===== src/rtl/ps2_pkg.sv =====
// Shared types and constants for the PS/2 device-to-host frame receiver.
package ps2_pkg;

    // Receiver FSM states
    typedef enum logic [1:0] {
        IDLE = 2'd0,
        DPS  = 2'd1,
        LOAD = 2'd2
    } state_t;

    // start + 8 data + parity + stop
    localparam int FRAME_BITS = 11;

    // Default build-time constants
    localparam int FILTER_LEN_DEF  = 8;
    localparam int TIMEOUT_CYC_DEF = 100000;

endpackage


===== src/rtl/ps2_clk_filter.sv =====
// PS/2 line conditioning: 2-FF synchronisers on ps2c/ps2d, a FILTER_LEN-sample
// level filter on the clock line, and a one-cycle tick on each filtered fall.
module ps2_clk_filter
    import ps2_pkg::*;
#(
    parameter int FILTER_LEN = FILTER_LEN_DEF
) (
    input  logic clk,
    input  logic reset,
    input  logic ps2c,
    input  logic ps2d,
    output logic ps2d_sync,
    output logic fall_tick
);

    logic [1:0]            c_sync_q;
    logic [1:0]            d_sync_q;
    logic [FILTER_LEN-1:0] filt_q;
    logic [FILTER_LEN-1:0] filt_d;
    logic                  lvl_q;
    logic                  lvl_d;

    // Two-stage synchronisers; lines idle high, so reset to 1
    always_ff @(posedge clk or negedge reset) begin
        if (!reset) begin
            c_sync_q <= 2'b11;
            d_sync_q <= 2'b11;
        end else begin
            c_sync_q <= {c_sync_q[0], ps2c};
            d_sync_q <= {d_sync_q[0], ps2d};
        end
    end

    // Filter shift and current filtered level: change only on a unanimous register
    always_comb begin
        filt_d = {c_sync_q[1], filt_q[FILTER_LEN-1:1]};
        lvl_d  = lvl_q;
        if (&filt_q) begin
            lvl_d = 1'b1;
        end else if (~|filt_q) begin
            lvl_d = 1'b0;
        end
    end

    // Filter register and previous filtered level
    always_ff @(posedge clk or negedge reset) begin
        if (!reset) begin
            filt_q <= '1;
            lvl_q  <= 1'b1;
        end else begin
            filt_q <= filt_d;
            lvl_q  <= lvl_d;
        end
    end

    assign fall_tick = lvl_q & ~lvl_d;
    assign ps2d_sync = d_sync_q[1];

endmodule


===== src/rtl/ps2_frame_rx.sv =====
// PS/2 device-to-host frame receiver: assembles start/8 data/odd parity/stop
// frames sampled on filtered ps2c falling edges and presents the byte with a
// one-cycle done strobe plus parity and framing error flags.
// Optional in-frame idle timeout: define PS2_RX_TIMEOUT_EN.
module ps2_frame_rx
    import ps2_pkg::*;
#(
    parameter int FILTER_LEN  = FILTER_LEN_DEF,
    parameter int TIMEOUT_CYC = TIMEOUT_CYC_DEF
) (
    input  logic       clk,
    input  logic       reset,
    input  logic       ps2d,
    input  logic       ps2c,
    input  logic       rx_en,
    output logic [7:0] dout,
    output logic       rx_done_tick,
    output logic       parity_err,
    output logic       frame_err
);

    state_t                  state_q;
    logic [3:0]              n_q;
    logic [FRAME_BITS-1:0]   b_q;
    logic [FRAME_BITS-1:0]   b_d;
    logic [7:0]              dout_q;
    logic                    perr_q;
    logic                    ferr_q;
    logic                    ps2d_sync;
    logic                    fall_tick;

    ps2_clk_filter #(
        .FILTER_LEN (FILTER_LEN)
    ) u_filt (
        .clk       (clk),
        .reset     (reset),
        .ps2c      (ps2c),
        .ps2d      (ps2d),
        .ps2d_sync (ps2d_sync),
        .fall_tick (fall_tick)
    );

    // Frame word after shifting in the current data sample (LSB arrives first)
    assign b_d = {ps2d_sync, b_q[FRAME_BITS-1:1]};

`ifdef PS2_RX_TIMEOUT_EN
    localparam logic [16:0] TMO_LAST = 17'(TIMEOUT_CYC - 1);
    logic [16:0] tmo_q;

    // Idle-clock counter: runs only between edges while inside a frame
    always_ff @(posedge clk or negedge reset) begin
        if (!reset) begin
            tmo_q <= '0;
        end else if (state_q == DPS && !fall_tick) begin
            tmo_q <= tmo_q + 17'd1;
        end else begin
            tmo_q <= '0;
        end
    end
`else
    logic tmo_cfg_unused;
    assign tmo_cfg_unused = (TIMEOUT_CYC > 0);
`endif

    // Receive FSM with frame register, bit counter and registered result flags
    always_ff @(posedge clk or negedge reset) begin
        if (!reset) begin
            state_q <= IDLE;
            n_q     <= '0;
            b_q     <= '0;
            dout_q  <= '0;
            perr_q  <= 1'b0;
            ferr_q  <= 1'b0;
        end else begin
            case (state_q)
                IDLE: begin
                    if (fall_tick && rx_en) begin
                        b_q     <= b_d;
                        n_q     <= 4'(FRAME_BITS - 2);
                        state_q <= DPS;
                    end
                end
                DPS: begin
                    if (fall_tick) begin
                        b_q <= b_d;
                        if (n_q == 4'd0) begin
                            state_q <= LOAD;
                            dout_q  <= b_d[8:1];
                            perr_q  <= ~^b_d[9:1];
                            ferr_q  <= b_d[0] | ~b_d[FRAME_BITS-1];
                        end else begin
                            n_q <= n_q - 4'd1;
                        end
                    end
`ifdef PS2_RX_TIMEOUT_EN
                    else if (tmo_q == TMO_LAST) begin
                        // Abandoned frame: flag it, keep the last good byte, no strobe
                        state_q <= IDLE;
                        ferr_q  <= 1'b1;
                        perr_q  <= 1'b0;
                    end
`endif
                end
                LOAD: begin
                    state_q <= IDLE;
                end
                default: begin
                    state_q <= IDLE;
                end
            endcase
        end
    end

    assign rx_done_tick = (state_q == LOAD);
    assign dout         = dout_q;
    assign parity_err   = perr_q;
    assign frame_err    = ferr_q;

endmodule


===== config.mk =====
export PLATFORM = sky130hd
export DESIGN_NAME = ps2_frame_rx
export DESIGN_NICKNAME = d
export VERILOG_FILES = /design/src/rtl/ps2_pkg.sv /design/src/rtl/ps2_clk_filter.sv /design/src/rtl/ps2_frame_rx.sv
export SDC_FILE = /design/constraint.sdc
export NUM_CORES = 1
export LEC_CHECK = 0
export BUFFER_PORTS_ARGS = -buffer_cell sky130_fd_sc_hd__buf_2
export CAP_MARGIN = 20
export CORE_ASPECT_RATIO = 0.9
export CORE_MARGIN = 2
export CORE_UTILIZATION = 36
export CTS_CLUSTER_SIZE = 28
export DETAILED_ROUTE_END_ITERATION = 12
export HOLD_SLACK_MARGIN = 0.08
export PLACE_DENSITY = 0.54
export SYNTH_ARGS = -nofsm -noshare
export SYNTH_HDL_FRONTEND = slang
export SYNTH_HIERARCHICAL = 1
export SYNTH_SLANG_ARGS = --single-unit

===== constraint.sdc =====
create_clock -name clk -period 2.68 [get_ports clk]
set_input_delay 0.536 -clock clk [delete_from_list [all_inputs] [get_ports clk]]
set_output_delay 0.536 -clock clk [all_outputs]
set_load 0.02 [all_outputs]

==> results.md <==
* DRC violations left at 0
* Fin crit share at approximately 82%
* IO Pins at 16
* Power Density at around 640 mW/mm^2
* Synthesized net count at 115
* Initial core utilization at ~38%
* Skew final at 0.00702 ns
* Detailed Route WL at between 2 and 2.5 mm
* Layout cell share with drive strength beyond 1 at between 40% and 50%
* CP arrival at 2.41 ns
* Post-Syn Area per Cell at 14.3 um^2
* Placed instance area at 0.00167 mm^2
* Postcts setup bufs at 0
* First-pass GRT wire length at 3.97 mm
* Sequential-to-total area share from yosys stat at 63.8%
* Final Instance Area at about 0.0018 mm^2
* Critical Path End: n_q[2]
* CP Launch Type: register
* Synth Register Bits at 39
* Sequential cell area at a little under 0.001 mm^2
* CP max-delay cell: or4_1
* Max_slew headroom at between 40 and 50%
* P_leak at approximately 0.86 nW
* CP endpoint kind: register
* Clock root cell: clkbuf_8
* Max-Cap Viols at 0
* CP Class: reg -> reg
* Vias per inst at 4.95
* Worst Reg-to-Reg Cells at 6
* Worst hold path type: in -> async
* Core Region at 0.00410 mm^2
* Starting DRT DRC Count at 46
* Status: complete, no violations
* Antenna violations before repair at 0
* Port Buf Inserts at 15
* Multi-input gate area at 515 um^2
* Cell count after synthesis at 109
* FMAX at 453 MHz
* Total gr overflow at 0
* Worst Path Required at 2.89 ns
* P&R area growth vs syn at 14.7%
* DR vias at around 870
* GRT Util Overall at ~11%
* Die X at 73.3 um
* Launch point of the worst path: u_filt/filt_q[1]
* Final nets at 133
* RSZ-0062 raised after global routing: no
* Fin. max-slew vios at 0
* Tmin final at 2.21 ns
* Worst-Skew Late Latency at 0.28 ns
* Worst R2R Start: u_filt/filt_q[1]
* Worst path cell trace: nor4_2 -> and3_1 -> inv_2 -> or3_4 -> or4_1 -> a21oi_1
* Dpl hpwl at 1.60 mm
* Clock-pin slew on the worst setup and hold paths at 0.07 ns
* Fin. Hold Viols at 0
* Final antenna-violating net count at 0
* Max clock buf depth at 2
* Pin count of the biggest net entering global routing at 40
* Worst path top cell family by delay: simple AND/OR/NAND/NOR gates
* Filler cells at 364
* Die Span Y at around 66 um
* Row count at 22
* Max FO, Critical Path at 12
* Full die area at 0.00486 mm^2
* TritonCTS clock tree: built
* CTS Hold Bufs at 0
* Post-Synthesis Cell Area at 0.00155 mm^2
* Post-CTS sizing at 0
* Worst Tran Pin Value at about 0.84 ns
* Final setup vio count at 0
* Unique masters post-synth at 32
* R2R Path End: n_q[2]
* Clock sinks at 39
* GPL Wtd Cong at 0.772
* Initial DRT Pass Iterations at 4
* Buf+Inv Stages, Crit Path at 1
* H-tree depth at 2
* VDD IR max at 0.322 mV
* CTS Buf Count at 5
* Routed len/inst at approximately 13 um
* Setup Total Neg Slack at 0 ns
* Number of global-route vias before repair at 894
* Reg2Reg Setup Slack at approximately 0.47 ns
* Antenna Cells at 0
* WP depth at 6
* Yosys warns at 6
* CP peak stage delay at around 0.48 ns
## through the flow
step           hold slack (ns)  cells  power (mW)  worst slack, ns  utilization, %
2_1_floorplan            0.240    109       0.634            0.733               -
3_3_place_gp             0.346    168       0.651            0.562            40.6
3_5_place_dp             0.347    168       0.652            0.457            40.6
4_1_cts                  0.338    176        1.15            0.440            43.5
5_1_grt                  0.332    176        1.18            0.342            43.5
6_report                 0.347    176        1.13            0.474            43.5
## kinds of logic after synthesis
kind of cell	Yosys count	share of synthesized area [%]
flops	39	63.8
simple gates	23	9.98
mux	18	13.0
compound gates	11	4.51
buf+inv	10	2.98
xor+xnor	7	4.83
fa+ha+maj	1	0.805
## power breakdown
group          leakage (nW)  total, mW  switching, mW  internal, mW
Combinational         0.313     0.0203         0.0141       0.00621
Clock                0.0612      0.492          0.191         0.301
Sequential            0.485      0.620        0.00990         0.610
## state kept, by name, summed over array words and instances (netlist names), 2 cells and up
signal / count
u_filt/filt_q: 8
b_q: 10
u_filt/c_sync_q: 2
state_q: 2
n_q: 4
dout: 8
u_filt/d_sync_q: 2
## routing by layer
layer	vias up	track usage, %	wire [um]
li1	418	-	-
met1	435	13.7	1110
met2	14	16.9	1100
met3	5	3.81	105
met4	0	6.02	29
met5	-	0	0
## worst min path at each step
stage / startpoint / end / slack, ns / depth (start not counted)
after detailed placement: u_filt/c_sync_q[1] / u_filt/filt_q[7] / 0.35 / 0
after floorplan: reset / b_q[10] / 0.24 / 0
after CTS: ps2c / u_filt/c_sync_q[0] / 0.34 / 1
after global placement: u_filt/c_sync_q[0] / u_filt/c_sync_q[1] / 0.35 / 0
after global routing: ps2c / u_filt/c_sync_q[0] / 0.33 / 1
final: reset / n_q[3] / 0.35 / 1
## Yosys cell counts (all sizes together)
master / n / area share [%]
ha: 1 / 0.81
nor4: 2 / 1.6
a311oi: 1 / 0.56
nor2: 4 / 0.97
and3: 1 / 0.40
o2bb2ai: 1 / 0.56
xnor3: 1 / 1.4
or3b: 1 / 0.56
or4b: 1 / 0.64
buf: 3 / 1.3
a2111o: 1 / 0.72
or3: 2 / 1.1
dfstp: 13 / 22
nor2b: 1 / 0.40
xor2: 1 / 0.56
clkbuf: 1 / 0.24
mux2: 18 / 13
inv: 6 / 1.4
a31oi: 1 / 0.40
dfrtp: 26 / 42
nor3: 2 / 0.64
a21oi: 3 / 0.97
xnor2: 5 / 2.8
o21ai: 4 / 1.3
nand2: 4 / 0.97
and4: 1 / 0.56
nor3b: 1 / 0.81
nand4: 2 / 0.81
or4: 1 / 0.48
## layout make-up
class / count / area share, %
Sequential cell: 39 / 55.6
Multi-Input combinational cell: 60 / 28.9
Clock buffer: 6 / 4.63
Timing Repair Buffer: 15 / 4.21
Tap cell: 48 / 3.37
Clock inverter: 2 / 1.96
Inverter: 6 / 1.26
## cells in the final DEF (no fill, tap or decap)
master	instances
dfrtp_1	26
mux2_2	18
buf_2	15
dfstp_2	13
clkbuf_8	6
inv_1	5
xnor2_1	5
nor2_1	4
o21ai_0	4
nand2_1	4
a21oi_1	3
nor3_1	2
nor4_2	2
nand4_1	2
inv_2	1
or3_4	1
nor3b_2	1
and4_1	1
xnor3_1	1
xor2_1	1
a31oi_1	1
a311oi_1	1
nor2b_1	1
or4_1	1
or4b_2	1
a2111o_1	1
or3_1	1
or3b_1	1
ha_1	1
bufinv_16	1
clkinv_2	1
o2bb2ai_1	1
and3_1	1
Power figures use the tool's default switching activity.
